$ cat src/rtl/db_arbiter.sv
// Two-requester round-robin arbiter for the shared data bus; holds the grant for a
// whole transfer and completes it on db_ready, owner abort, or timeout.
module db_arbiter #(
  parameter int unsigned TIMEOUT = 64,
  parameter int unsigned CNT_W   = 8,
  parameter int unsigned ACC_W   = 2,
  parameter int unsigned LEN_W   = 2,
  parameter logic [ACC_W-1:0] ACC_NONE = '0
) (
  input  logic             clk,
  input  logic             res,
  input  logic [31:0]      m0_addr,
  input  logic [31:0]      m0_dataOut,
  input  logic [ACC_W-1:0] m0_accessType,
  input  logic [LEN_W-1:0] m0_memLen,
  input  logic             m0_io,
  input  logic             m0_lock,
  output logic [31:0]      m0_dataIn,
  output logic             m0_ready,
  output logic             m0_err,
  input  logic [31:0]      m1_addr,
  input  logic [31:0]      m1_dataOut,
  input  logic [ACC_W-1:0] m1_accessType,
  input  logic [LEN_W-1:0] m1_memLen,
  input  logic             m1_io,
  input  logic             m1_lock,
  output logic [31:0]      m1_dataIn,
  output logic             m1_ready,
  output logic             m1_err,
  output logic [31:0]      db_addr,
  output logic [31:0]      db_dataOut,
  output logic [ACC_W-1:0] db_accessType,
  output logic [LEN_W-1:0] db_memLen,
  output logic             db_io,
  input  logic [31:0]      db_dataIn,
  input  logic             db_ready,
  output logic             grant,
  output logic             busy
);

  localparam logic [CNT_W-1:0] TO_LAST = CNT_W'((TIMEOUT == 0) ? 0 : TIMEOUT - 1);

  typedef enum logic {IDLE = 1'b0, BUSY = 1'b1} state_e;

  state_e           state_q, state_d;
  logic             owner_q, owner_d;
  logic             last_q, last_d;
  logic             locked_q, locked_d;
  logic [CNT_W-1:0] count_q, count_d;

  logic req0, req1, own_req, own_lock, timeout_hit;
  logic done_ok, done_to, abort;

  assign req0        = (m0_accessType != ACC_NONE);
  assign req1        = (m1_accessType != ACC_NONE);
  assign own_req     = owner_q ? req1 : req0;
  assign own_lock    = owner_q ? m1_lock : m0_lock;
  assign timeout_hit = (TIMEOUT != 0) && (count_q == TO_LAST);
  // db_ready beats timeout; an owner that stopped requesting beats both
  assign abort   = (state_q == BUSY) && !own_req;
  assign done_ok = (state_q == BUSY) && own_req && db_ready;
  assign done_to = (state_q == BUSY) && own_req && !db_ready && timeout_hit;

  always_ff @(posedge clk or posedge res) begin
    if (res) begin
      state_q  <= IDLE;
      owner_q  <= 1'b0;
      last_q   <= 1'b1;
      locked_q <= 1'b0;
      count_q  <= '0;
    end else begin
      state_q  <= state_d;
      owner_q  <= owner_d;
      last_q   <= last_d;
      locked_q <= locked_d;
      count_q  <= count_d;
    end
  end

  always_comb begin
    state_d  = state_q;
    owner_d  = owner_q;
    last_d   = last_q;
    locked_d = locked_q;
    count_d  = count_q;
    case (state_q)
      IDLE: begin
        if (locked_q) begin
          if (own_req) begin
            state_d = BUSY;
            count_d = '0;
          end
        end else if (req0 || req1) begin
          state_d = BUSY;
          count_d = '0;
          owner_d = (req0 && req1) ? ~last_q : req1;
        end
      end
      BUSY: begin
        if (abort) begin
          state_d  = IDLE;
          locked_d = 1'b0;
        end else if (done_ok) begin
          state_d  = IDLE;
          last_d   = owner_q;
          locked_d = own_lock;
        end else if (done_to) begin
          state_d  = IDLE;
          last_d   = owner_q;
          locked_d = 1'b0;
        end else if (count_q != '1) begin
          count_d = count_q + CNT_W'(1);
        end
      end
      default: state_d = IDLE;
    endcase
  end

  // Downstream mux follows the owner's live inputs; idle drives m0 with NONE access
  always_comb begin
    db_addr       = m0_addr;
    db_dataOut    = m0_dataOut;
    db_memLen     = m0_memLen;
    db_io         = m0_io;
    db_accessType = ACC_NONE;
    m0_ready      = 1'b0;
    m1_ready      = 1'b0;
    m0_err        = 1'b0;
    m1_err        = 1'b0;
    if (state_q == BUSY) begin
      db_addr    = owner_q ? m1_addr    : m0_addr;
      db_dataOut = owner_q ? m1_dataOut : m0_dataOut;
      db_memLen  = owner_q ? m1_memLen  : m0_memLen;
      db_io      = owner_q ? m1_io      : m0_io;
      if (own_req && !done_to) begin
        db_accessType = owner_q ? m1_accessType : m0_accessType;
      end
      m0_ready = !owner_q && (done_ok || done_to);
      m1_ready =  owner_q && (done_ok || done_to);
      m0_err   = !owner_q && done_to;
      m1_err   =  owner_q && done_to;
    end
  end

  assign busy      = (state_q == BUSY);
  assign grant     = owner_q;
  assign m0_dataIn = db_dataIn;
  assign m1_dataIn = db_dataIn;

endmodule

$ cat config.mk
export PLATFORM = sky130hd
export DESIGN_NAME = db_arbiter
export DESIGN_NICKNAME = d
export VERILOG_FILES = /design/src/rtl/db_arbiter.sv
export SDC_FILE = /design/constraint.sdc
export NUM_CORES = 1
export LEC_CHECK = 0
export BUFFER_PORTS_ARGS = -buffer_cell sky130_fd_sc_hd__clkbuf_2
export CAP_MARGIN = 20
export CORE_AREA = 3 3 120 122
export CTS_BUF_LIST = sky130_fd_sc_hd__clkbuf_4
export DETAILED_ROUTE_END_ITERATION = 12
export DIE_AREA = 0 0 123 125
export PLACE_DENSITY = 0.48
export RECOVER_POWER = 50
export SETUP_SLACK_MARGIN = 0.1
export SLEW_MARGIN = 25
export SYNTH_ARGS = -nofsm -noshare
export SYNTH_HDL_FRONTEND = slang
export SYNTH_SLANG_ARGS = --single-unit
$ cat constraint.sdc
create_clock -name clk -period 3.35 [get_ports clk]
set_input_delay 0.5025 -clock clk [delete_from_list [all_inputs] [get_ports clk]]
set_output_delay 0.5025 -clock clk [all_outputs]
set_load 0.02 [all_outputs]
==> results of run 1 <==
[cell type report]
type / count / area (um^2) / area share, %
Inverter: 3 / 11.3 / 0.390
Timing Repair Buffer: 219 / 1110 / 38.5
Sequential cell: 12 / 302 / 10.5
Clock buffer: 3 / 22.5 / 0.781
Multi-Input combinational cell: 140 / 1210 / 42.1
Tap cell: 176 / 220 / 7.64
Clock inverter: 1 / 3.75 / 0.130
[state kept, by name, summed over array words and instances, names as in the netlist]
name,flops
count_q,8
locked_q,1
last_q,1
busy,1
grant,1
[worst max-delay path, delay by kind of cell (launching register included)]
kind | cells | cell delay [ps]
simple gates | 1 | 430
flops | 1 | 680
buf+inv | 2 | 470
mux | 1 | 320
[how the worst max path moves through the flow]
stage | from | endpoint | cells after the start
detailed placement | grant$_DFFE_PP0P_ | db_dataOut[5] | 4
finish | busy$_DFF_PP0_ | db_dataOut[5] | 4
floorplan | count_q[0]$_DFFE_PP0P_ | m1_err | 4
CTS | grant$_DFFE_PP0P_ | db_dataOut[5] | 4
global placement | grant$_DFFE_PP0P_ | db_dataOut[5] | 4
global route | grant$_DFFE_PP0P_ | db_dataOut[5] | 4
[cell usage after synthesis, types with 2 or more instances]
| library cell | n | share of area [%] |
|---|---|---|
| buf_4 | 64 | 23 |
| mux2_2 | 68 | 37 |
| o21ai_0 | 5 | 1.2 |
| inv_1 | 2 | 0.36 |
| mux2i_1 | 4 | 1.9 |
| buf_2 | 4 | 0.97 |
| nand2_1 | 11 | 2.0 |
| buf_1 | 4 | 0.73 |
| nand3_1 | 7 | 1.7 |
| o21ai_1 | 3 | 0.73 |
| or2_1 | 3 | 0.91 |
| dfrtp_1 | 11 | 13 |
| nor2_1 | 9 | 1.6 |
| nor3_1 | 4 | 0.97 |
| and3_1 | 2 | 0.61 |
[layer usage]
metal / GRT usage (%) / part of all wire [%] / up-vias
li1: - / - / 1039
met1: 10.1 / 35 / 997
met2: 17.9 / 52 / 157
met3: 1.90 / 12 / 15
met4: 2.48 / 1.4 / 0
met5: 0 / 0 / -
[stage by stage]
step | worst slack (ps) | instances | area [um^2] | util [%] | power, W
after floorplan | 1170 | 228 | 2060 | - | 0.00163
after global placement | 935 | 550 | 2880 | 21.7 | 0.00206
after detailed placement | 866 | 550 | 2880 | 21.7 | 0.00208
after CTS | 555 | 554 | 2910 | 21.9 | 0.00218
after global routing | 453 | 554 | 2880 | 21.7 | 0.00229
final | 631 | 554 | 2880 | 21.7 | 0.00213
[power groups by stage]
stage | Sequential, W | Clock, W | Combinational (W)
2_1_floorplan | 0.000283 | 0 | 0.00135
3_3_place_gp | 0.000322 | 0 | 0.00173
3_5_place_dp | 0.000325 | 0 | 0.00176
4_1_cts | 0.000321 | 0.0000962 | 0.00176
5_1_grt | 0.000338 | 0.000109 | 0.00185
6_report | 0.000320 | 0.0000937 | 0.00171
[cell families after synthesis]
group,after synthesis
adders and majority gates,1
muxes,72
DFF,12
and+or+nand+nor,45
AOI/OAI and AO/OA,22
buffers and inverters,76
==> run_results.csv, run 1 <==
group,metric,value,unit
status,status,"completed",
global_route,track_usage,9.29,%
logic_synthesis,synth_seq_cells,12,
power,p_int,0.00100,W
routing,ant_nets,0,
floorplan,fp-row-count,42,
power,power_frac_clock,4.4,%
placement,portBuffers,217,
routing,wl_per_cell,14.7,um
power,switchingPower,0.00113,W
logic_synthesis,avgSynthCellArea,9.04,um^2
timing,fmax,368,MHz
clock_tree,numCtsBuffers,3,
power,p_leak,1.53,nW
power,p_sw_share,53.0,%
global_route,grt_pass1_vias,2148,
worst_setup_path,crit_type,"reg -> out",
worst_setup_path,r2r-start,"grant$_DFFE_PP0P_",
logic_synthesis,synthAdderAreaFrac,0.607,%
logic_synthesis,synth_cell_type_count,42,
timing,tightest_slew,782,ps
worst_setup_path,slowest_stage,"dfrtp_1",
job,maxCapViolCount,0,
min_path,hp-class,"in -> async",
global_route,grt_max_degree,39,
routing,drc,0,
routing,drt-total-wl,8130,um
clock_tree,cts.reportedPaths.clkPinSlew,70,ps
worst_setup_path,critical_path_peak_fanout,38,
timing,slew_headroom,47.6,%
timing,period_needed,2720,ps
power,cellPowerDensity,737,mW/mm^2
worst_setup_path,cp.required,2850,ps
timing,setup_tns,0,ps
global_route,grt_overflow,0,
clock_tree,worstSkewPairLatency,280,ps
clock_tree,cts_buffer_depth,2,
layout,diodes,0,
timing,min_period_over_period,81.2,%
floorplan,die-height,125,um
layout,drive_gt1_share,78.0,%
clock_tree,htree_levels,1,
logic_synthesis,synth.yosys.seq_area_share,14.6,%
worst_setup_path,startpoint_type,"flop",
logic_synthesis,synthMuxAreaShare,39.1,%
floorplan,initial_core_util,15.5,%
floorplan,die_area,0.0154,mm^2
floorplan,die_w,123,um
clock_tree,clock_sinks,12,
worst_setup_path,path_cells,"nand2_2 > buf_12 > mux2_2 > clkbuf_2",
layout,fillCellCount,1486,
clock_tree,post_cts_resized,0,
placement,dpl.hpwl,7240,um
logic_synthesis,yosysWarningCount,0,
clock_tree,clockRootBuffer,"clkbuf_4",
worst_setup_path,cp-end-kind,"output port",
timing,worst_clock_skew,0.782,ps
layout,mostFrequentLayoutCell,"clkbuf_2",
logic_synthesis,synth_fp_nets,404,
timing,whs,211,ps
routing,drtPass1Iterations,4,
routing,num_vias,2208,
logic_synthesis,synth_top_family_by_area,"multiplexers",
routing,drt_iter0_markers,33,
worst_setup_path,r2r_end,"count_q[3]$_DFFE_PP0P_",
floorplan,coreArea,0.0133,mm^2
logic_synthesis,synth_edf_count,0,
worst_setup_path,reg2reg_depth,5,
worst_setup_path,crit_arrival,2220,ps
clock_tree,cts_tree,"done",
worst_setup_path,rrSetupSlack,910,ps
power,combPwrFrac,80.5,%
logic_synthesis,yosys.area_share.simple,11.1,%
timing,rsz0062_at_grt,"no",
timing,final-setup-viol-count,0,
layout,layout.nets,555,
layout,final_cell_mix,"215 x clkbuf_2, 68 x mux2_2, 11 x dfrtp_1",
logic_synthesis,synth_compound_area_share,8.86,%
logic_synthesis,synth.cell_area,0.00206,mm^2
routing,avgViaCountPerCell,3.99,
timing,final-hold-violation-count,0,
timing,finalMaxSlewViolations,0,
logic_synthesis,async_flop_share,100,%
clock_tree,cts-hold-fix-buffers,0,
placement,gp_congestion,0.815,
clock_tree,post_cts_buffers,0,
global_route,antenna_found_initial,0,
logic_synthesis,netlist_instances,228,
logic_synthesis,synthXorXnorAreaFrac,0,%
logic_synthesis,synth_ff_type,"dfrtp_1",
layout,area.growth.synth_to_final,39.9,%
worst_setup_path,cpPeakStageDelay,680,ps
power,peakVddDrop,0.249,mV
floorplan,io_pins,314,
global_route,grt_pass1_wl,11300,um
power,pwr-share-seq,15.1,%
Note: power is estimated with default switching activity, not from simulation.
==> inputs of run 2 (changes only) <==
--- a/config.mk
+++ b/config.mk
@@ -5,13 +5,14 @@
 export SDC_FILE = /design/constraint.sdc
 export NUM_CORES = 1
 export LEC_CHECK = 0
+export ABC_AREA = 1
 export BUFFER_PORTS_ARGS = -buffer_cell sky130_fd_sc_hd__clkbuf_2
 export CAP_MARGIN = 20
-export CORE_AREA = 3 3 120 122
+export CORE_AREA = 3 3 121 123
 export CTS_BUF_LIST = sky130_fd_sc_hd__clkbuf_4
 export DETAILED_ROUTE_END_ITERATION = 12
-export DIE_AREA = 0 0 123 125
-export PLACE_DENSITY = 0.48
+export DIE_AREA = 0 0 124 126
+export PLACE_DENSITY = 0.51
 export RECOVER_POWER = 50
 export SETUP_SLACK_MARGIN = 0.1
 export SLEW_MARGIN = 25
==> constraint.sdc (replaced) <==
create_clock -name clk -period 2.3 [get_ports clk]
set_input_delay 0.345 -clock clk [delete_from_list [all_inputs] [get_ports clk]]
set_output_delay 0.345 -clock clk [all_outputs]
set_load 0.02 [all_outputs]
==> run 2 against run 1 <==
- setup slack worse by 400 ps
- routed wire length up 46%
- cell area up 13%
- sequential power up 10%
- die area up 1.6%
- final cell count up 13%
- flip-flop and latch count unchanged
- clock power up 69%
- critical endpoint is now db_addr[12]
- largest cell class unchanged
==> run_results.csv, run 2 <==
group,metric,value,unit
timing,rsz0062_at_grt,"yes",
power,combPwrFrac,81.9,%
clock_tree,clockRootBuffer,"clkbuf_4",
layout,drive_gt1_share,71.0,%
routing,wl_per_cell,18.8,um
floorplan,fp-row-count,43,
layout,stdcell_count,628,
clock_tree,htree_levels,1,
global_route,grt_max_degree,28,
power,switchingPower,0.00144,W
status,status,"completed",
logic_synthesis,synthTopCellsByArea,"buf_4 21%, mux2_4 19%, mux2_2 18%",
timing,final-setup-viol-count,0,
routing,drtPass1Iterations,4,
power,p_total,0.00281,W
logic_synthesis,synth.yosys.seq_area_share,12.7,%
global_route,grt_overflow,0,
routing,drt-total-wl,11800,um
worst_setup_path,crit_type,"reg -> out",
placement,portBuffers,217,
job,maxCapViolCount,0,
logic_synthesis,yosysTopAreaCell,"buf_4",
layout,largest_register_ffs,8,
logic_synthesis,synth_ff_type,"dfrtp_1",
placement,dpl.hpwl,10900,um
routing,ant_nets,0,
floorplan,initial_core_util,17.2,%
layout,multi_input_comb_area,0.00144,mm^2
routing,drc,0,
global_route,grt_pass1_vias,2367,
clock_tree,clock_sinks,12,
routing,avgViaCountPerCell,3.99,
min_path,hp-class,"in -> async",
logic_synthesis,synth_fp_nets,465,
timing,period_needed,2070,ps
layout,layout.nets,622,
logic_synthesis,synthDominantCellAreaShare,20.6,%
global_route,antenna_found_initial,14,
power,power_frac_clock,5.6,%
logic_synthesis,yosysMostFrequentCell,"buf_4",
floorplan,coreArea,0.0138,mm^2
logic_synthesis,synth_edf_count,0,
timing,tightest_slew,495,ps
global_route,grt_use_met3,14.4,%
global_route,met2_usage,18.4,%
routing,num_vias,2505,
logic_synthesis,async_flop_share,100,%
global_route,top_usage_layer,"met2",
timing,fmax,483,MHz
worst_setup_path,cp.required,1960,ps
logic_synthesis,synth_cell_type_count,28,
global_route,track_usage,13.7,%
layout,seq_area,303,um^2
worst_setup_path,startpoint_type,"flop",
clock_tree,cts_buffer_depth,2,
logic_synthesis,yosysWarningCount,0,
power,pwr-share-seq,12.5,%
clock_tree,worstSkewPairLatency,280,ps
placement,gp_congestion,0.797,
clock_tree,cts.reportedPaths.clkPinSlew,80,ps
floorplan,io_pins,314,
worst_setup_path,crit_arrival,1730,ps
timing,min_period_over_period,90.0,%
timing,setup_tns,0,ps
power,cellPowerDensity,862,mW/mm^2
routing,drt_iter0_markers,81,
timing,worst_clock_skew,5.17,ps
floorplan,die_area,0.0156,mm^2
worst_setup_path,cp-end-kind,"output port",
placement,place_inst,617,
power,p_leak,1.92,nW
logic_synthesis,ys_top_cells_by_count,"65 x buf_4, 55 x nand2_1, 37 x mux2_2, 30 x mux2_4, 19 x nand3_1",
layout,mostFrequentLayoutCell,"clkbuf_2",
logic_synthesis,netlist_instances,289,
timing,final-hold-violation-count,0,
power,p_sw_share,51.2,%
timing,finalMaxSlewViolations,0,
power,p_int,0.00137,W
logic_synthesis,synth_seq_cells,12,
layout,area.growth.synth_to_final,37.9,%
logic_synthesis,avgSynthCellArea,8.20,um^2
layout,fillCellCount,1577,
clock_tree,numCtsBuffers,3,
power,peakVddDrop,0.215,mV
clock_tree,cts-hold-fix-buffers,0,
floorplan,die-height,126,um
layout,final_cell_mix,"214 x clkbuf_2, 55 x nand2_1, 37 x mux2_2",
layout,top_register,"count_q",
worst_setup_path,critical_path_peak_fanout,27,
floorplan,die_w,124,um
timing,slew_headroom,67.0,%
logic_synthesis,synth.cell_area,0.00237,mm^2
clock_tree,cts_tree,"done",
global_route,met1_usage,15.9,%
global_route,grt_pass1_wl,15300,um
run 2: cell types whose count changed in the layout (fill, tap and decap cells not counted), moves of 4 or more:
| cell | change |
|---|---|
| nor2_1 | +5 |
| buf_4 | +8 |
| mux2_4 | +30 |
| mux2i_1 | -4 |
| nand2_1 | +45 |
| inv_1 | +15 |
| nor2_2 | +6 |
| mux2_2 | -31 |
| nand3_1 | +12 |
run 2: through the flow:
stage | hold slack (ps) | util, % | cell area, um^2 | worst slack, ps
after floorplan | 209 | - | 2370 | 478
after global placement | 385 | 23.1 | 3180 | 421
after detailed placement | 382 | 23.1 | 3180 | 385
after CTS | 68.3 | 23.3 | 3220 | 131
after global routing | 91.0 | 23.7 | 3270 | 55.0
final | 55.6 | 23.7 | 3270 | 229
run 2: timing repair:
item	CTS	global route
gates resized for setup	0	10
setup buffers	1	3
pin swaps	0	1
endpoints found under the setup margin	2	9
run 2: cell families (layout without fill, tap and decap cells):
family	count (synthesis)	count (layout)	synth area share (%)
AOI/OAI and AO/OA	7	7	2.17
adders and majority gates	1	1	0.528
buffers and inverters	95	251	27.6
and+or+nand+nor	107	107	20.4
other	0	3	0
DFF	12	12	12.7
muxes	67	67	36.6
run 2: final timing paths:
check	startpoint	end	slack, ps	cells after the start
max in group asynchronous	res	last_q$_DFFE_PP1P_	1890	2
min	res	count_q[5]$_DFFE_PP0P_	60	2
max reg2reg	count_q[1]$_DFFE_PP0P_	count_q[0]$_DFFE_PP0P_	490	10
min reg2reg	last_q$_DFFE_PP1P_	last_q$_DFFE_PP1P_	490	2
min in group clk	db_ready	locked_q$_DFFE_PP0P_	350	3
max	grant$_DFFE_PP0P_	db_addr[12]	230	4
run 2: critical path: stages (launching register included):
cell	delay, ps
dfrtp_1	440
nand2_8	220
buf_12	230
mux2_2	360
clkbuf_2	160
run 2: power by group through the flow:
stage	Clock, W	Combinational, W	Sequential (W)
floorplan	0	0.00179	0.000358
global placement	0	0.00228	0.000352
detailed placement	0	0.00228	0.000352
CTS	0.000163	0.00230	0.000340
global route	0.000171	0.00251	0.000365
finish	0.000158	0.00230	0.000352
run 2: layout make-up:
| cell class | instances | area share (%) |
|---|---|---|
| sequential | 12 | 9.27 |
| clock buffer | 4 | 0.919 |
| antenna | 3 | 0.230 |
| timing repair buffer | 226 | 36.2 |
| tap | 180 | 6.89 |
| multi-input combinational | 182 | 43.9 |
| inverter | 21 | 2.57 |
run 2: metal layers:
layer,vias up,share of wire [%]
met5,-,1.2
met4,22,0.52
met3,26,22
met2,188,38
met1,1069,39
li1,1200,-
==> inputs of run 3 (changes only) <==
==> config.mk (replaced) <==
export PLATFORM = sky130hd
export DESIGN_NAME = db_arbiter
export DESIGN_NICKNAME = d
export VERILOG_FILES = /design/src/rtl/db_arbiter.sv
export SDC_FILE = /design/constraint.sdc
export NUM_CORES = 1
export LEC_CHECK = 0
export ABC_AREA = 1
export CAP_MARGIN = 20
export CORE_AREA = 3 3 121 123
export CTS_BUF_LIST = sky130_fd_sc_hd__clkbuf_4
export DETAILED_ROUTE_END_ITERATION = 12
export DIE_AREA = 0 0 124 126
export DONT_BUFFER_PORTS = 1
export PLACE_DENSITY = 0.31
export RECOVER_POWER = 50
export SETUP_SLACK_MARGIN = 0.1
export SLEW_MARGIN = 20
export SYNTH_ARGS = -nofsm -noshare
export SYNTH_HDL_FRONTEND = slang
export SYNTH_SLANG_ARGS = --single-unit
==> run 3 against run 2 <==
- count of clock-buffer cells in the layout fell by 1
- via count decreased by 30%
- clock power decreased by 4%
- sequential share of layout area rose by 4.7 points
- first-iteration DRC count decreased by 48%
- fmax fell by 0.88%
- routed wire length decreased by 4.8%
- critical endpoint is now m0_ready
==> run_results.csv, run 3 (same netlist as run 2, synthesis figures left out) <==
group,metric,value,unit
clock_tree,clock_sinks,12,
routing,ant_nets,0,
global_route,track_usage,13.3,%
timing,fmax,479,MHz
routing,drc,0,
routing,avgViaCountPerCell,4.25,
routing,drt-total-wl,11300,um
worst_setup_path,slowest_stage,"dfrtp_2",
timing,worst_clock_skew,9.74,ps
timing,finalMaxSlewViolations,0,
global_route,antenna_found_initial,18,
power,peakVddDrop,0.286,mV
timing,final-setup-viol-count,0,
worst_setup_path,path_cells,"ha_1 > nand2_1 > inv_2 > nand2_1 > nor2_2 > o21ai_4 > nor2_2 > buf_4",
layout,layout.nets,410,
worst_setup_path,cp.required,1960,ps
clock_tree,numCtsBuffers,3,
worst_setup_path,cp-end-kind,"output port",
worst_setup_path,rrSetupSlack,410,ps
clock_tree,worstSkewPairLatency,290,ps
timing,slew_headroom,65.8,%
layout,largest_register_ffs,8,
timing,period_needed,2090,ps
floorplan,die_w,124,um
layout,final_cell_mix,"55 x nand2_1, 37 x mux2_2, 30 x mux2_4",
timing,final-hold-violation-count,0,
placement,dpl.hpwl,10200,um
clock_tree,cts_tree,"done",
clock_tree,clockRootBuffer,"clkbuf_4",
placement,pre_cts_ws,393,ps
routing,num_vias,1757,
global_route,grt_pass1_vias,1719,
layout,final_util,15.8,%
timing,min_period_over_period,90.8,%
timing,final.setup.worst_slack,211,ps
routing,drt_iter0_markers,42,
layout,area.growth.synth_to_final,-8.03,%
worst_setup_path,startpoint_type,"flop",
floorplan,die-height,126,um
worst_setup_path,crit_family,"flip-flops",
layout,drive_gt1_share,44.2,%
placement,gp_congestion,0.697,
routing,wl_per_cell,27.3,um
global_route,grt_pass1_wl,14000,um
floorplan,io_pins,314,
worst_setup_path,critical_path_peak_fanout,5,
clock_tree,cts.reportedPaths.clkPinSlew,100,ps
layout,postLayoutCellArea,0.00218,mm^2
worst_setup_path,cpPeakStageDelay,440,ps
layout,diodes,0,
floorplan,initial_core_util,17.2,%
worst_setup_path,crit_arrival,1740,ps
floorplan,fp-row-count,43,
status,status,"completed",
timing,tightest_slew,513,ps
global_route,grt_max_degree,50,
floorplan,die_area,0.0156,mm^2
job,maxCapViolCount,0,
power,p_leak,1.03,nW
power,p_total,0.00240,W
timing,setup_tns,0,ps
timing,rsz0062_at_grt,"no",
routing,drtPass1Iterations,4,
layout,mostFrequentLayoutCell,"nand2_1",
floorplan,coreArea,0.0138,mm^2
placement,place_area,0.00212,mm^2
layout,top_register,"count_q",
power,cellPowerDensity,1100,mW/mm^2
clock_tree,cts_buffer_depth,2,
worst_setup_path,crit_type,"reg -> out",
min_path,hp-class,"in -> reg",
worst_setup_path,worst-path-buf-inv,2,
global_route,grt_overflow,0,
placement,portBuffers,0,
clock_tree,htree_levels,1,
run 3: cell types whose count changed in the layout (fill, tap and decap cells not counted), sizes merged:
| cell | change |
|---|---|
| clkbuf | -214 |
| diode | -3 |
| clkinv | +1 |
| clkinvlp | +1 |
| dlygate4sd3 | +1 |
| inv | -1 |
run 3: repair_timing:
action	4_1_cts	5_1_grt
resized for setup	0	7
buffers inserted	1	2
endpoints found under the setup margin	2	5
pin swaps	1	0
endpoints found under the hold margin	11	0
hold buffers	1	0
run 3: routing by layer:
metal / up-vias / share of wire (%) / global-route usage (%)
li1: 772 / - / -
met1: 752 / 43 / 18.3
met2: 185 / 38 / 17.2
met3: 28 / 17 / 9.74
met4: 20 / 0.75 / 1.22
met5: - / 0.86 / 0
run 3: area by class of cell:
| class | count | area, um^2 |
|---|---|---|
| fill | 1579 | 11600 |
| inverter | 21 | 82.6 |
| timing repair buffer | 14 | 113 |
| sequential | 12 | 304 |
| clock inverter | 1 | 3.75 |
| multi-input combinational | 182 | 1430 |
| clock buffer | 3 | 22.5 |
| tap | 180 | 225 |
run 3: metrics by stage:
step                hold slack (ps)  cells
floorplan                       209    289
global placement                305    405
detailed placement              303    405
CTS                             190    411
global route                    222    413
finish                          188    413
run 3: worst paths after layout:
| kind | cells after the start | startpoint | end |
|---|---|---|---|
| setup reg to reg | 6 | busy$_DFF_PP0_ | count_q[2]$_DFFE_PP0P_ |
| hold / removal | 2 | db_ready | locked_q$_DFFE_PP0P_ |
| max in group asynchronous | 2 | res | count_q[3]$_DFFE_PP0P_ |
| hold reg to reg | 2 | last_q$_DFFE_PP1P_ | last_q$_DFFE_PP1P_ |
| setup / recovery | 8 | count_q[0]$_DFFE_PP0P_ | m0_ready |
| min in group asynchronous | 2 | res | busy$_DFF_PP0_ |
run 3: where the power goes:
group	internal [W]	switching, W
clock network	0.0000630	0.0000876
registers	0.000286	0.0000980
logic	0.000712	0.00115
